==> config.mk <==
export PLATFORM = sky130hd
export DESIGN_NAME = fifo_buffer
export DESIGN_NICKNAME = d
export VERILOG_FILES = /design/src/rtl/fifo_buffer.sv
export SDC_FILE = /design/constraint.sdc
export NUM_CORES = 1
export LEC_CHECK = 0
export ABC_AREA = 1
export CAP_MARGIN = 20
export CORE_MARGIN = 2
export CORE_UTILIZATION = 47
export CTS_CLUSTER_DIAMETER = 50
export CTS_CLUSTER_SIZE = 10
export DETAILED_ROUTE_END_ITERATION = 12
export DONT_BUFFER_PORTS = 1
export HOLD_SLACK_MARGIN = 0.15
export PLACE_DENSITY = 0.6
export SYNTH_ARGS = -nofsm -noshare
export SYNTH_HDL_FRONTEND = slang
export SYNTH_SLANG_ARGS = --single-unit
export TNS_END_PERCENT = 5
==> constraint.sdc <==
create_clock -name clk -period 1.95 [get_ports clk]
set_input_delay 0.39 -clock clk [delete_from_list [all_inputs] [get_ports clk]]
set_output_delay 0.39 -clock clk [all_outputs]
set_load 0.005 [all_outputs]
==> src/rtl/fifo_buffer.sv <==
// Single-clock FIFO, 2**DEPTH_BITS x DATA_WIDTH; FIFO_ERR_FLAGS_EN adds overflow/underflow pulses.
// Latency: registered read, word appears on rd_data one edge after an accepted rd_en.
// Backpressure: writes dropped while full, reads ignored while empty (rd_data holds).
module fifo_buffer #(
  parameter int DEPTH_BITS = 3,
  parameter int DATA_WIDTH = 4
) (
  input  logic                  clk,
  input  logic                  reset,
  input  logic                  wr_en,
  input  logic [DATA_WIDTH-1:0] wr_data,
  input  logic                  rd_en,
  output logic [DATA_WIDTH-1:0] rd_data,
  output logic                  full,
`ifdef FIFO_ERR_FLAGS_EN
  output logic                  empty,
  output logic                  overflow,
  output logic                  underflow
`else
  output logic                  empty
`endif
);

  localparam int DEPTH = 1 << DEPTH_BITS;
  localparam logic [DEPTH_BITS:0] FULL_CNT = (DEPTH_BITS + 1)'(DEPTH);

  logic [DATA_WIDTH-1:0] mem [DEPTH];
  logic [DEPTH_BITS-1:0] wr_ptr;
  logic [DEPTH_BITS-1:0] rd_ptr;
  logic [DEPTH_BITS:0]   count;
  logic [DEPTH_BITS:0]   count_nxt;
  logic                  wr_ok;
  logic                  rd_ok;

  // Acceptance uses the registered flags, so simultaneous requests see pre-edge state.
  assign wr_ok = wr_en & ~full;
  assign rd_ok = rd_en & ~empty;

  always_comb begin
    count_nxt = count;
    case ({wr_ok, rd_ok})
      2'b10:   count_nxt = count + 1'b1;
      2'b01:   count_nxt = count - 1'b1;
      default: count_nxt = count;
    endcase
  end

  // Storage is never reset; stale words are unreachable once the pointers clear.
  always_ff @(posedge clk) begin
    if (!reset && wr_ok) begin
      mem[wr_ptr] <= wr_data;
    end
  end

  always_ff @(posedge clk) begin
    if (reset) begin
      wr_ptr  <= '0;
      rd_ptr  <= '0;
      count   <= '0;
      full    <= 1'b0;
      empty   <= 1'b1;
      rd_data <= '0;
    end else begin
      if (wr_ok) begin
        wr_ptr <= wr_ptr + 1'b1;
      end
      if (rd_ok) begin
        rd_data <= mem[rd_ptr];
        rd_ptr  <= rd_ptr + 1'b1;
      end
      count <= count_nxt;
      full  <= (count_nxt == FULL_CNT);
      empty <= (count_nxt == '0);
    end
  end

`ifdef FIFO_ERR_FLAGS_EN
  always_ff @(posedge clk) begin
    if (reset) begin
      overflow  <= 1'b0;
      underflow <= 1'b0;
    end else begin
      overflow  <= wr_en & full;
      underflow <= rd_en & empty;
    end
  end
`endif

endmodule

# Word level (Yosys, flattened, before mapping)
# Memories as Yosys holds them, arrays and structs flattened. A register that Yosys moved wholly into a read port is not among the register bits.
# Index checks and enable logic that the tools add are counted.
[classes]
n_addsub = 4
multipliers = 0
n_div = 0
order_cmp = 0
n_eq_ne = 3
n_shift = 0
n_mux = 3
bitwise = 4
n_reduce_logical = 3
[ops]
columns = ["op", "count"]
rows = [
  ["4-bit one-hot mux with 2 select lines", 1],
  ["3-bit by 1-bit adder with 3-bit output, second input constant", 2],
  ["4-bit by 1-bit adder with 4-bit output, second input constant", 1],
  ["4-bit == test, second input constant", 1],
  ["4-bit logical NOT", 1],
  ["4-bit by 1-bit subtractor with 4-bit output, second input constant", 1],
  ["1-bit bitwise AND", 2],
  ["2-bit by 1-bit == test with 1-bit output, second input constant", 1],
  ["2-bit == test, second input constant", 1],
  ["1-bit 2-to-1 mux", 2],
  ["1-bit NOT", 2],
  ["1-bit logical AND", 1],
  ["1-bit logical NOT", 1],
]
[totals]
regBits = 12
latchBits = 0
ramBits = 32
mem_bits_ro = 0
in_bits = 8
out_inout_bits = 6
word_cells = 23
mem_count = 1
[memory_table]
columns = ["name", "depth", "word_bits", "rd", "rd_clocked_by_memory_dff", "write_ports", "line", "text"]
rows = [
  ["mem", 8, 4, 1, 1, 1, "27", "logic [DATA_WIDTH-1:0] mem [DEPTH];"],
]

# Logic depth before layout (Yosys ltp)
[logic_depth]
depth_word = 5
ltp_mapped = 15
depth_no_buf = 15

# Worst setup path before layout
# No wires, ideal clock.
[synth_timing]
kind = "input-to-reg"
from = "input rd_en"
to = "register empty"
setup_ps = 66
t_arrival_ps = 1633
required_ps = 1884
path_slack_ps = 251
stages = 11
n_path_buf = 1
cell_sequence = "inv_1 nor2_8 buf_2 ha_1 nand2_1 o21ai_0 nor2_1 nand3_2 nand2_1 inv_1 a21oi_2"
[synth_between]
elab_chain_cells = 4
elab_cells_between_ends = 5
cone_classes = "2 x eq/ne; 1 x mux; 1 x bitwise; 1 x reduce/logical"
[synth_rtl]
columns = ["element", "line", "text"]
rows = [
  ["start, declared", "12", "input logic rd_en,"],
  ["1-bit bitwise AND *", "37", "assign rd_ok = rd_en & ~empty;"],
  ["2-bit by 1-bit == test with 1-bit output / 2-bit == test (equally long branches)", "41", "case ({wr_ok, rd_ok})"],
  ["4-bit one-hot mux with 2 select lines *", "41", ""],
  ["4-bit logical NOT *", "73", "empty <= (count_nxt == '0);"],
  ["end signal, assigned", "73", ""],
  ["end, declared", "20", "output logic empty"],
]
# Every way passes the cells marked *; elsewhere a longest branch is shown, timed or not.
# A chain may end at the register's enable or synchronous reset.

# Final worst setup path
[layout_timing]
from = "register full"
to = "register empty"
[layout_between]
elab_chain_cells = 5
elab_cells_between_ends = 6
cone_classes = "2 x eq/ne; 1 x mux; 2 x bitwise; 1 x reduce/logical"
[layout_rtl]
columns = ["element", "line", "text"]
rows = [
  ["start, declared", "14", "output logic full,"],
  ["start signal, assigned", "72", "full <= (count_nxt == FULL_CNT);"],
  ["1-bit NOT *", "36", "assign wr_ok = wr_en & ~full;"],
  ["1-bit bitwise AND *", "36", ""],
  ["2-bit by 1-bit == test with 1-bit output / 2-bit == test (equally long branches)", "41", ""],
  ["4-bit one-hot mux with 2 select lines *", "41", ""],
  ["4-bit logical NOT *", "73", ""],
]
# Marked as above.

==> metrics.md <==
| Metric | Value |
|---|---|
| Outcome | completed |
| Max-Cap Viols | 0 |
| DRC viols | 0 |
| Critical Path AT | 1.94 ns |
| Clock latency at the later pin of the worst-skew pair | 0.30 ns |
| Post-synth EDFFs | 32 |
| FMAX | 569 MHz |
| Worst min path class | input port to flip-flop |
| Total GRT Usage | 0.179 |
| Placed Cells | 260 |
| Clk root buf | clkbuf_8 |
| FFs w/ async S/R, synth | 0 |
| Flops & latches, synth | 48 |
| Worst-Margin Slew | 0.662 ns |
| Port bufs | 0 |
| Leak Pwr | 0.877 nW |
| Worst vdd ir | a little over 0.0005 V |
| Fin worst setup slack | ~0.19 ns |
| Cell Count, Final, Fillers Out | 270 |
| CTS buffer count | 5 |
| Synthesized area | around 2100 um^2 |
| Synth Flop Type | edfxtp_1 |
| Share of layout cells above drive strength 1 | 0.128 |
| Sequential-to-total area share from yosys stat | 0.601 |
| Worst-path fanout max | 12 |
| Site row count | 24 |
| Met3 GRT Util | 0.0492 |
| Pin count of the biggest net entering global routing | 19 |
| Flop-to-flop setup slack | ~0.19 ns |
| Post-DRT Antenna Nets | 0 |
| Dpl ws | 0.153 ns |
| Nets@finish | 229 |
| Most frequent cells in the layout | 38 x nor2_1, 32 x edfxtp_1, 23 x nand2_1 |
| Worst setup SP type | flip-flop |
| Met2 Track Usage GR | 0.280 |
| Routed via count | 1430 |
| HPWL after DPL | 2960 um |
| Clock-pin slew on the worst setup and hold paths | 0.08 ns |
| Syn Nets | 223 |
| Final hold viol count | 0 |
| Initial antenna violation count | 0 |
| DR WL/cell | 15.2 um |
| Detailed Route Iter0 Violations | 58 |
| Core area | 4350 um^2 |
| Antenna cells | 0 |
| Endpoint type of the worst setup path | flip-flop |
| Post-Route Setup TNS | 0 ns |
| Post-synth top area share | 0.451 |
| Layout Skew | 0.00597 ns |
| Top Ports | 14 |
| Die area | 5090 um^2 |
| Maximum clock path buffer count | 2 |
| Commonest non-fill, non-tap cell in the layout | nor2_1 |
| Syn Inst Count | around 210 |
| Met1 GRT Util | 0.237 |
| Type of the worst setup path | flip-flop to flip-flop |
| Crit path time final | 1.76 ns |
| Routed Wire Length | 4090 um |
| DR vias/cell | 5.30 |
| Vias in the first global route | 1454 |
| 1st-pass router iterations | 4 |
| Die width | 71.3 um |
| CTS sink count | 48 |
| Layout area overhead | 8.57% |
| Most used routing layer | met2 |
| Power Density | 1220 nW/um^2 |
| GPL Wtd Cong | 0.795 |
| Initial Utilization | 0.489 |
| First-pass GRT wire length | about 6900 um |
| Final period util | 0.902 |
| Top cells by area, synth | edfxtp_1 45%, dfxtp_1 15%, nor2_1 6.7%, o21ai_0 4.9%, nand2_1 4.1% |
| TritonCTS clock tree | done |
| Synth area leader | edfxtp_1 |
| H-tree Lvls | 2 |
| Syn avg cell area | 10.1 um^2 |
| # setup viols final | 0 |
| Critical path data required time | 2.14 ns |
| RSZ-0062 raised after global routing | no |
| Count of cell types in the netlist | 28 |
| Postcts setup bufs | 0 |
| Total gr overflow | 0 |
| Die extent in y | 71.3 um |
| Worst slew margin relative to its limit | 0.555 |
| Syn. warnings | 0 |
| Pins Over Slew Limit | 0 |
==> layer usage <==
| metal | wire length, um | vias to the layer above |
|---|---|---|
| li1 | - | 726 |
| met2 | 1870 | 31 |
| met1 | 1950 | 664 |
| met3 | 163 | 9 |
| met4 | 107 | 0 |
| met5 | 0 | - |
==> critical path, stage by stage (launching register included) <==
cell	delay [ns]
dfxtp_1	0.37
inv_2	0.06
nand2_4	0.14
nand3_2	0.12
nand2_1	0.10
inv_1	0.05
ha_1	0.26
inv_1	0.03
o21ai_0	0.19
nor2_1	0.10
nand3_2	0.10
nand2_1	0.05
inv_1	0.07
a21oi_2	0.03
==> cells in the mapped netlist, types with 2 or more instances <==
library cell and n:
nand2_4 2, a21oi_1 10, edfxtp_1 32, nand3_1 3, nand3_2 6, inv_1 20, nand2_2 2, ha_1 4
nand2_1 23, o211ai_1 4, o21ai_1 5, xnor2_1 2, o21ai_0 21, nor2_1 38, o32ai_1 4, buf_2 4
dfxtp_1 16, nor3_1 5
==> through the flow <==
step | hold WS [ns] | total power [W] | area (um^2) | utilization
global route | 0.161 | 0.00304 | 2310 | 0.531
finish | 0.184 | 0.00283 | 2310 | 0.531
CTS | 0.152 | 0.00286 | 2300 | 0.529
detailed placement | 0.465 | 0.00217 | 2190 | 0.502
floorplan | 0.489 | 0.00200 | 2130 | -
global placement | 0.462 | 0.00213 | 2190 | 0.502
==> worst paths after layout <==
path                    end  cells past startpoint       start
hold / removal    mem[0][3]                      0  wr_data[3]
setup / recovery      empty                     13        full
setup reg to reg      empty                     13        full
hold reg to reg   wr_ptr[1]                      2   wr_ptr[1]
==> sequential cells by signal, summed over array words and instances (netlist names) <==
| register | flops |
|---|---|
| count | 4 |
| mem | 32 |
| rd_ptr | 3 |
| rd_data | 4 |
| empty | 1 |
| full | 1 |
| wr_ptr | 3 |
==> timing repair <==
item / 4_1_cts / 5_1_grt
hold buffers: 1 / 1
endpoints found under the hold margin: 3 / 1
gates resized for setup: 0 / 0
==> power by group <==
part	switching (W)	internal [W]
Sequential	0.000136	0.00121
Clock	0.000303	0.000380
Combinational	0.000502	0.000305
Total	0.000941	0.00189
==> area by class of cell <==
type | count | area [um^2]
multi-input combinational | 133 | 718
tap | 52 | 65.1
clock buffer | 6 | 72.6
timing repair buffer | 7 | 57.6
fill | 398 | 2040
sequential | 48 | 1280
clock inverter | 2 | 35.0
inverter | 22 | 83.8
==> kinds of logic after synthesis <==
kind of cell / count (synthesis) / synth area share
simple gates: 82 / 0.186
xor+xnor: 2 / 0.00822
compound gates: 45 / 0.119
flops: 48 / 0.601
buf+inv: 30 / 0.0616
fa+ha+maj: 4 / 0.0235
Power figures use the tool's default switching activity.
